**src/rtl/mem_refill_arbiter_if.sv**
```systemverilog
// Signal bundle for mem_refill_arbiter: cache miss requests, backing-store write port
// and the two refill output channels.
interface mem_refill_arbiter_if;
    logic         ICacheMiss;
    logic [4:0]   ICacheMiss_tag;
    logic         DCacheMiss;
    logic [4:0]   DCacheMiss_tag;
    logic         mem_we;
    logic [4:0]   mem_waddr;
    logic [127:0] mem_wdata;
    logic         WiCache;
    logic [127:0] WiCacheline;
    logic [8:0]   WiCachetag;
    logic         WDCache;
    logic [127:0] WDCacheline;
    logic [8:0]   WDCachetag;
    logic         busy;

    modport slave (
        input  ICacheMiss, ICacheMiss_tag, DCacheMiss, DCacheMiss_tag,
        input  mem_we, mem_waddr, mem_wdata,
        output WiCache, WiCacheline, WiCachetag,
        output WDCache, WDCacheline, WDCachetag,
        output busy
    );

    modport master (
        output ICacheMiss, ICacheMiss_tag, DCacheMiss, DCacheMiss_tag,
        output mem_we, mem_waddr, mem_wdata,
        input  WiCache, WiCacheline, WiCachetag,
        input  WDCache, WDCacheline, WDCachetag,
        input  busy
    );
endinterface

```
**src/rtl/mem_refill_arbiter.sv**
```systemverilog
// Arbitrates instruction/data cache misses onto a 32x128 backing store and returns one refill
// strobe LATENCY edges after capture. Define ARB_ROUND_ROBIN_EN for round-robin on ties.
module mem_refill_arbiter #(
    parameter int unsigned LATENCY = 4
) (
    input  logic                 clk,
    input  logic                 reset,
    mem_refill_arbiter_if.slave  bus
);
    typedef enum logic [1:0] {StIdle, StWait, StFill, StDone} state_e;

    localparam logic [3:0] LatencyInit = 4'(LATENCY);

    logic [127:0] store [32];

    state_e       state_q, state_d;
    logic [3:0]   cnt_q, cnt_d;
    logic         side_q, side_d;  // 1 = data side owns the current refill
    logic [4:0]   tag_q, tag_d;
    logic [127:0] line_q, line_d;
    logic         any_miss;
    logic         grant_data;
    logic [127:0] fill_line;
    logic         fill_i, fill_d;

    assign any_miss = bus.ICacheMiss | bus.DCacheMiss;

`ifdef ARB_ROUND_ROBIN_EN
    logic last_data_q;  // data side won the most recent capture

    assign grant_data = bus.DCacheMiss & (~bus.ICacheMiss | ~last_data_q);

    always_ff @(posedge clk) begin
        if (reset) begin
            last_data_q <= 1'b0;
        end else if (state_q == StIdle && any_miss) begin
            last_data_q <= grant_data;
        end
    end
`else
    assign grant_data = bus.DCacheMiss;
`endif

    // Backing store survives reset, but a write coinciding with reset is dropped.
    always_ff @(posedge clk) begin
        if (!reset && bus.mem_we) begin
            store[bus.mem_waddr] <= bus.mem_wdata;
        end
    end

    // Write-first: a same-edge store write to the latched index is forwarded into the fill.
    assign fill_line = (bus.mem_we && bus.mem_waddr == tag_q) ? bus.mem_wdata : store[tag_q];

    always_ff @(posedge clk) begin
        if (reset) begin
            state_q <= StIdle;
            cnt_q   <= 4'd0;
            side_q  <= 1'b0;
            tag_q   <= 5'd0;
            line_q  <= 128'd0;
        end else begin
            state_q <= state_d;
            cnt_q   <= cnt_d;
            side_q  <= side_d;
            tag_q   <= tag_d;
            line_q  <= line_d;
        end
    end

    always_comb begin
        state_d = state_q;
        cnt_d   = cnt_q;
        side_d  = side_q;
        tag_d   = tag_q;
        line_d  = line_q;
        case (state_q)
            StIdle: begin
                if (any_miss) begin
                    side_d  = grant_data;
                    tag_d   = grant_data ? bus.DCacheMiss_tag : bus.ICacheMiss_tag;
                    cnt_d   = LatencyInit;
                    state_d = StWait;
                end
            end
            StWait: begin
                cnt_d = cnt_q - 4'd1;
                if (cnt_q == 4'd1) begin
                    line_d  = fill_line;
                    state_d = StFill;
                end
            end
            StFill:  state_d = StDone;
            StDone:  state_d = StIdle;
            default: state_d = StIdle;
        endcase
    end

    assign fill_i = (state_q == StFill) & ~side_q;
    assign fill_d = (state_q == StFill) & side_q;

    assign bus.WiCache     = fill_i;
    assign bus.WiCacheline = fill_i ? line_q : 128'd0;
    assign bus.WiCachetag  = fill_i ? {4'b0000, tag_q} : 9'd0;
    assign bus.WDCache     = fill_d;
    assign bus.WDCacheline = fill_d ? line_q : 128'd0;
    assign bus.WDCachetag  = fill_d ? {4'b0000, tag_q} : 9'd0;
    assign bus.busy        = (state_q != StIdle);
endmodule
```
**src/flat_wrapper.sv**
```systemverilog
// flat-port wrapper written by rule: the top's interface ports become plain ports
module mem_refill_arbiter_flat 
#(
    parameter int unsigned LATENCY = 4
)
  (clk, reset, bus_ICacheMiss, bus_ICacheMiss_tag, bus_DCacheMiss, bus_DCacheMiss_tag, bus_mem_we, bus_mem_waddr, bus_mem_wdata, bus_WiCache, bus_WiCacheline, bus_WiCachetag, bus_WDCache, bus_WDCacheline, bus_WDCachetag, bus_busy);
  mem_refill_arbiter_if bus_i ();
  input  logic clk;
  input  logic reset;
  input wire logic [$bits(bus_i.ICacheMiss)-1:0] bus_ICacheMiss;
  input wire logic [$bits(bus_i.ICacheMiss_tag)-1:0] bus_ICacheMiss_tag;
  input wire logic [$bits(bus_i.DCacheMiss)-1:0] bus_DCacheMiss;
  input wire logic [$bits(bus_i.DCacheMiss_tag)-1:0] bus_DCacheMiss_tag;
  input wire logic [$bits(bus_i.mem_we)-1:0] bus_mem_we;
  input wire logic [$bits(bus_i.mem_waddr)-1:0] bus_mem_waddr;
  input wire logic [$bits(bus_i.mem_wdata)-1:0] bus_mem_wdata;
  output wire logic [$bits(bus_i.WiCache)-1:0] bus_WiCache;
  output wire logic [$bits(bus_i.WiCacheline)-1:0] bus_WiCacheline;
  output wire logic [$bits(bus_i.WiCachetag)-1:0] bus_WiCachetag;
  output wire logic [$bits(bus_i.WDCache)-1:0] bus_WDCache;
  output wire logic [$bits(bus_i.WDCacheline)-1:0] bus_WDCacheline;
  output wire logic [$bits(bus_i.WDCachetag)-1:0] bus_WDCachetag;
  output wire logic [$bits(bus_i.busy)-1:0] bus_busy;
  assign bus_i.ICacheMiss = bus_ICacheMiss;
  assign bus_i.ICacheMiss_tag = bus_ICacheMiss_tag;
  assign bus_i.DCacheMiss = bus_DCacheMiss;
  assign bus_i.DCacheMiss_tag = bus_DCacheMiss_tag;
  assign bus_i.mem_we = bus_mem_we;
  assign bus_i.mem_waddr = bus_mem_waddr;
  assign bus_i.mem_wdata = bus_mem_wdata;
  assign bus_WiCache = bus_i.WiCache;
  assign bus_WiCacheline = bus_i.WiCacheline;
  assign bus_WiCachetag = bus_i.WiCachetag;
  assign bus_WDCache = bus_i.WDCache;
  assign bus_WDCacheline = bus_i.WDCacheline;
  assign bus_WDCachetag = bus_i.WDCachetag;
  assign bus_busy = bus_i.busy;
  mem_refill_arbiter #(.LATENCY(LATENCY)) u_core (.clk(clk), .reset(reset), .bus(bus_i));
endmodule
```
**config.mk**
```make
export PLATFORM = sky130hd
export DESIGN_NAME = mem_refill_arbiter_flat
export DESIGN_NICKNAME = d
export VERILOG_FILES = /design/src/rtl/mem_refill_arbiter_if.sv /design/src/rtl/mem_refill_arbiter.sv /design/src/flat_wrapper.sv
export SDC_FILE = /design/constraint.sdc
export NUM_CORES = 2
export LEC_CHECK = 0
export CORE_MARGIN = 10
export CORE_UTILIZATION = 25
export CTS_CLUSTER_DIAMETER = 30
export DETAILED_ROUTE_END_ITERATION = 10
export SYNTH_ARGS = -nofsm -noshare
export SYNTH_HDL_FRONTEND = slang
export SYNTH_SLANG_ARGS = --single-unit
export TNS_END_PERCENT = 100
```
**constraint.sdc**
```tcl
create_clock -name clk -period 10.5 [get_ports clk]
set_input_delay 2.625 -clock clk [delete_from_list [all_inputs] [get_ports clk]]
set_output_delay 2.625 -clock clk [all_outputs]
set_load 0.005 [all_outputs]
```
==> impl_results.md <==
- Post-route setup TNS: 0 ns
- Residual DRC: 0
- Multi-input logic area: between 0.03 and 0.04 mm2
- Final setup fails: 0
- DRT Wirelength: 448000 um
- Crit-path max FO: between 40 and 50
- Crit path kind: reg -> out
- DRT antenna net count: 0
- Starting DRT DRC Count: between 8000 and 9000
- Most common cell in the netlist: edfxtp_1
- Total track usage: 12.6%
- Post-CTS Hold Buffers: 0
- Area growth syn-to-layout: 23.5%
- Crit. End Element: primary output
- Share of cells above drive strength 1: 27.9%
- Die X: 827 um
- Worst Skew: 0.0887 ns
- Cell Rows: 296
- Layout fillers: roughly 62000
- Seq/Total Area, Yosys: 77.2%
- Worst Setup Start Kind: flop
- Max-slew headroom: 10.1%
- Largest net degree at the start of global routing: 122
- Status: completed
- Port-buffer cells: 416
- RSZ-0062 raised after global routing: false
- P_leak: around 62 nW
- Core area: 0.650 mm2
- Remaining Overflow, GRT: 0
- Number of synthesized flops with an enable pin: 4096
- Wire per inst: 25.7 um
- Top-area cell type share of the netlist area: 75.5%
- Clk sinks: between 4000 and 5000
- DP Worst Slack: just over 4 ns
- Crit path largest cell delay: 0.85 ns
- Mapped cell area: 0.163 mm2
- Initial Util: 25.1%
- Vias in the first global route: 82738
- Hold Fails Final Rpt: 0
- Area contributors post-synth: edfxtp_1 (75%), mux4_2 (14%), mux2i_1 (2.6%), dfxtp_1 (1.7%), a22oi_1 (1.1%)
- Slew Limit Fails: 0
- # Max-Cap Violations: 0
- Dominant synthesized flop cell: edfxtp_1
- Reg area: about 0.13 mm2
- Clock Pin Slew Worst Setup and Hold Paths: 0.05 ns
- Fin crit period: 7.33 ns
- Top cell by count, worst path: buf_4
- Synth top cells by count: edfxtp_1 (4096), mux4_2 (1036), mux2i_1 (419)
- Post-DP HPWL: ~230000 um
- Die area: slightly below 0.7 mm2
- Post_cts resized: 0
- Root Driver: clkbuf_16
- Leading area contributor after synthesis: edfxtp_1
- Netlist cell types: approximately 50
- Vias per inst: 4.59
- CTS tree: yes
- Worst Path Required: 7.88 ns
- H-tree depth: 6
- Final WS setup: roughly 3.2 ns
- Initial antenna violation count: 110
- Placer Congestion: 0.715
- Critical Path, Cell by Cell: inv_1, ha_4, buf_4, nor2b_4, buf_4, buf_4, and2_1, clkdlybuf4s50_1
- P per Cell Area: between 200 and 250 mW/mm2
- Crit path DAT: about 4.7 ns
- Worst-skew pair later-pin latency: between 1 and 1.5 ns
- Yosys warns: 0
- Slew @ Worst Pin: 1.34 ns
- HP Class: reg -> reg
- Reg2reg setup slack: 5.96 ns
- FFs w/ async S/R, synth: 0%
- Die height: 827 um
- Mean post-synth cell area: 22.2 um2
- Vias: about 80000
- Synth Instances: between 7000 and 8000
- Worst path slowest cell: nor2b_4
- Period utilization: 69.8%
- Postcts setup bufs: 0
- FMAX: 136 MHz
- CTS Buf Count: 663
- Ports: around 430
- #FFs+latches synth: 4236
- VDD IR-drop max: around 190 uV
- First-pass GRT wire length: 629000 um
- CTS Buffer Depth: 4
- Nets@finish: around 8300
- TritonRoute pass-1 iters: 7
-- metrics by stage --
| step | area (um2) | util, % | hold slack (ns) | cells | total power, mW |
|---|---|---|---|---|---|
| after floorplan | 163000 | - | 0.431 | 7361 | 25.2 |
| after global placement | 178000 | 27.4 | 0.499 | 16161 | 27.7 |
| after detailed placement | 178000 | 27.4 | 0.509 | 16161 | 27.7 |
| after CTS | 201000 | 30.9 | 0.516 | 17398 | 50.0 |
| after global routing | 201000 | 31.0 | 0.537 | 17407 | 51.2 |
| final | 201000 | 31.0 | 0.502 | 17444 | 49.5 |
-- routing by layer --
metal / global-route usage (%) / wire, um / up-vias
met3: 3.18 / 36400 / 761
li1: - / - / 32968
met1: 16.3 / 181000 / 43119
met5: 0 / 306 / -
met2: 20.6 / 216000 / 3245
met4: 4.16 / 14300 / 48
-- layout by cell type (no fill, tap or decap), types with 18 or more instances in the layout --
cell type,n
edfxtp_1,4096
mux4_2,1036
a22oi_1,247
bufinv_16,85
nand2_1,146
o31ai_1,39
o21ai_0,102
buf_4,151
buf_12,39
dfxtp_1,134
inv_6,70
and3_1,134
clkinvlp_4,85
clkinv_1,62
nor2_4,36
and2_1,136
clkinv_4,55
o21ai_1,30
clkdlybuf4s50_1,415
nor2_1,113
a211oi_1,49
clkinv_2,78
clkbuf_8,20
diode_2,46
mux2_2,49
a21oi_1,18
clkbuf_1,69
clkbuf_16,671
mux2i_1,419
-- worst paths after layout --
check	from	to	depth (start not counted)
max	u_core.state_q[0]	bus_WiCacheline[52]	8
min reg2reg	u_core.line_q[54]	u_core.line_q[54]	2
min	u_core.line_q[54]	u_core.line_q[54]	2
max reg2reg	u_core.tag_q[1]	u_core.line_q[99]	8
-- cell type report --
| cell class | count | share of cell area (%) |
|---|---|---|
| inverter | 8 | 0.0149 |
| antenna | 46 | 0.0572 |
| clock buffer | 760 | 8.61 |
| timing repair buffer | 606 | 3.02 |
| tap | 8642 | 5.38 |
| multi-input combinational | 2669 | 17.5 |
| clock inverter | 477 | 2.83 |
| sequential | 4236 | 62.5 |
-- registers in the layout, summed over array words and instances, names as in the netlist --
register / flops
u_core.cnt_q: 4
u_core.line_q: 128
u_core.side_q: 1
u_core.state_q: 2
u_core.store: 4096
u_core.tag_q: 5
-- worst max-delay path, delay by kind of cell (launching register included) --
kind                       cells  cell delay (ns)
buffers and inverters          5             2.12
and+or+nand+nor                2             1.03
DFF                            1             0.32
adders and majority gates      1             0.14
-- report_power, final --
| part | internal, mW | total [mW] | switching [mW] |
|---|---|---|---|
| clock | 14.1 | 22.2 | 8.12 |
| sequential | 18.7 | 18.9 | 0.214 |
| combinational | 3.78 | 8.30 | 4.52 |
-- cells by family after synthesis --
group | after synthesis | share of synthesized area (%)
multiplexers | 1504 | 17.2
buffers and inverters | 456 | 1.36
AO/OA/AOI/OAI | 518 | 2.18
adder cells (fa/ha/maj) | 5 | 0.0384
other | 1 | 0.00230
XOR/XNOR | 5 | 0.0269
AND/OR/NAND/NOR | 629 | 1.95
flip-flops | 4236 | 77.2
(Power assumes the default switching activity.)
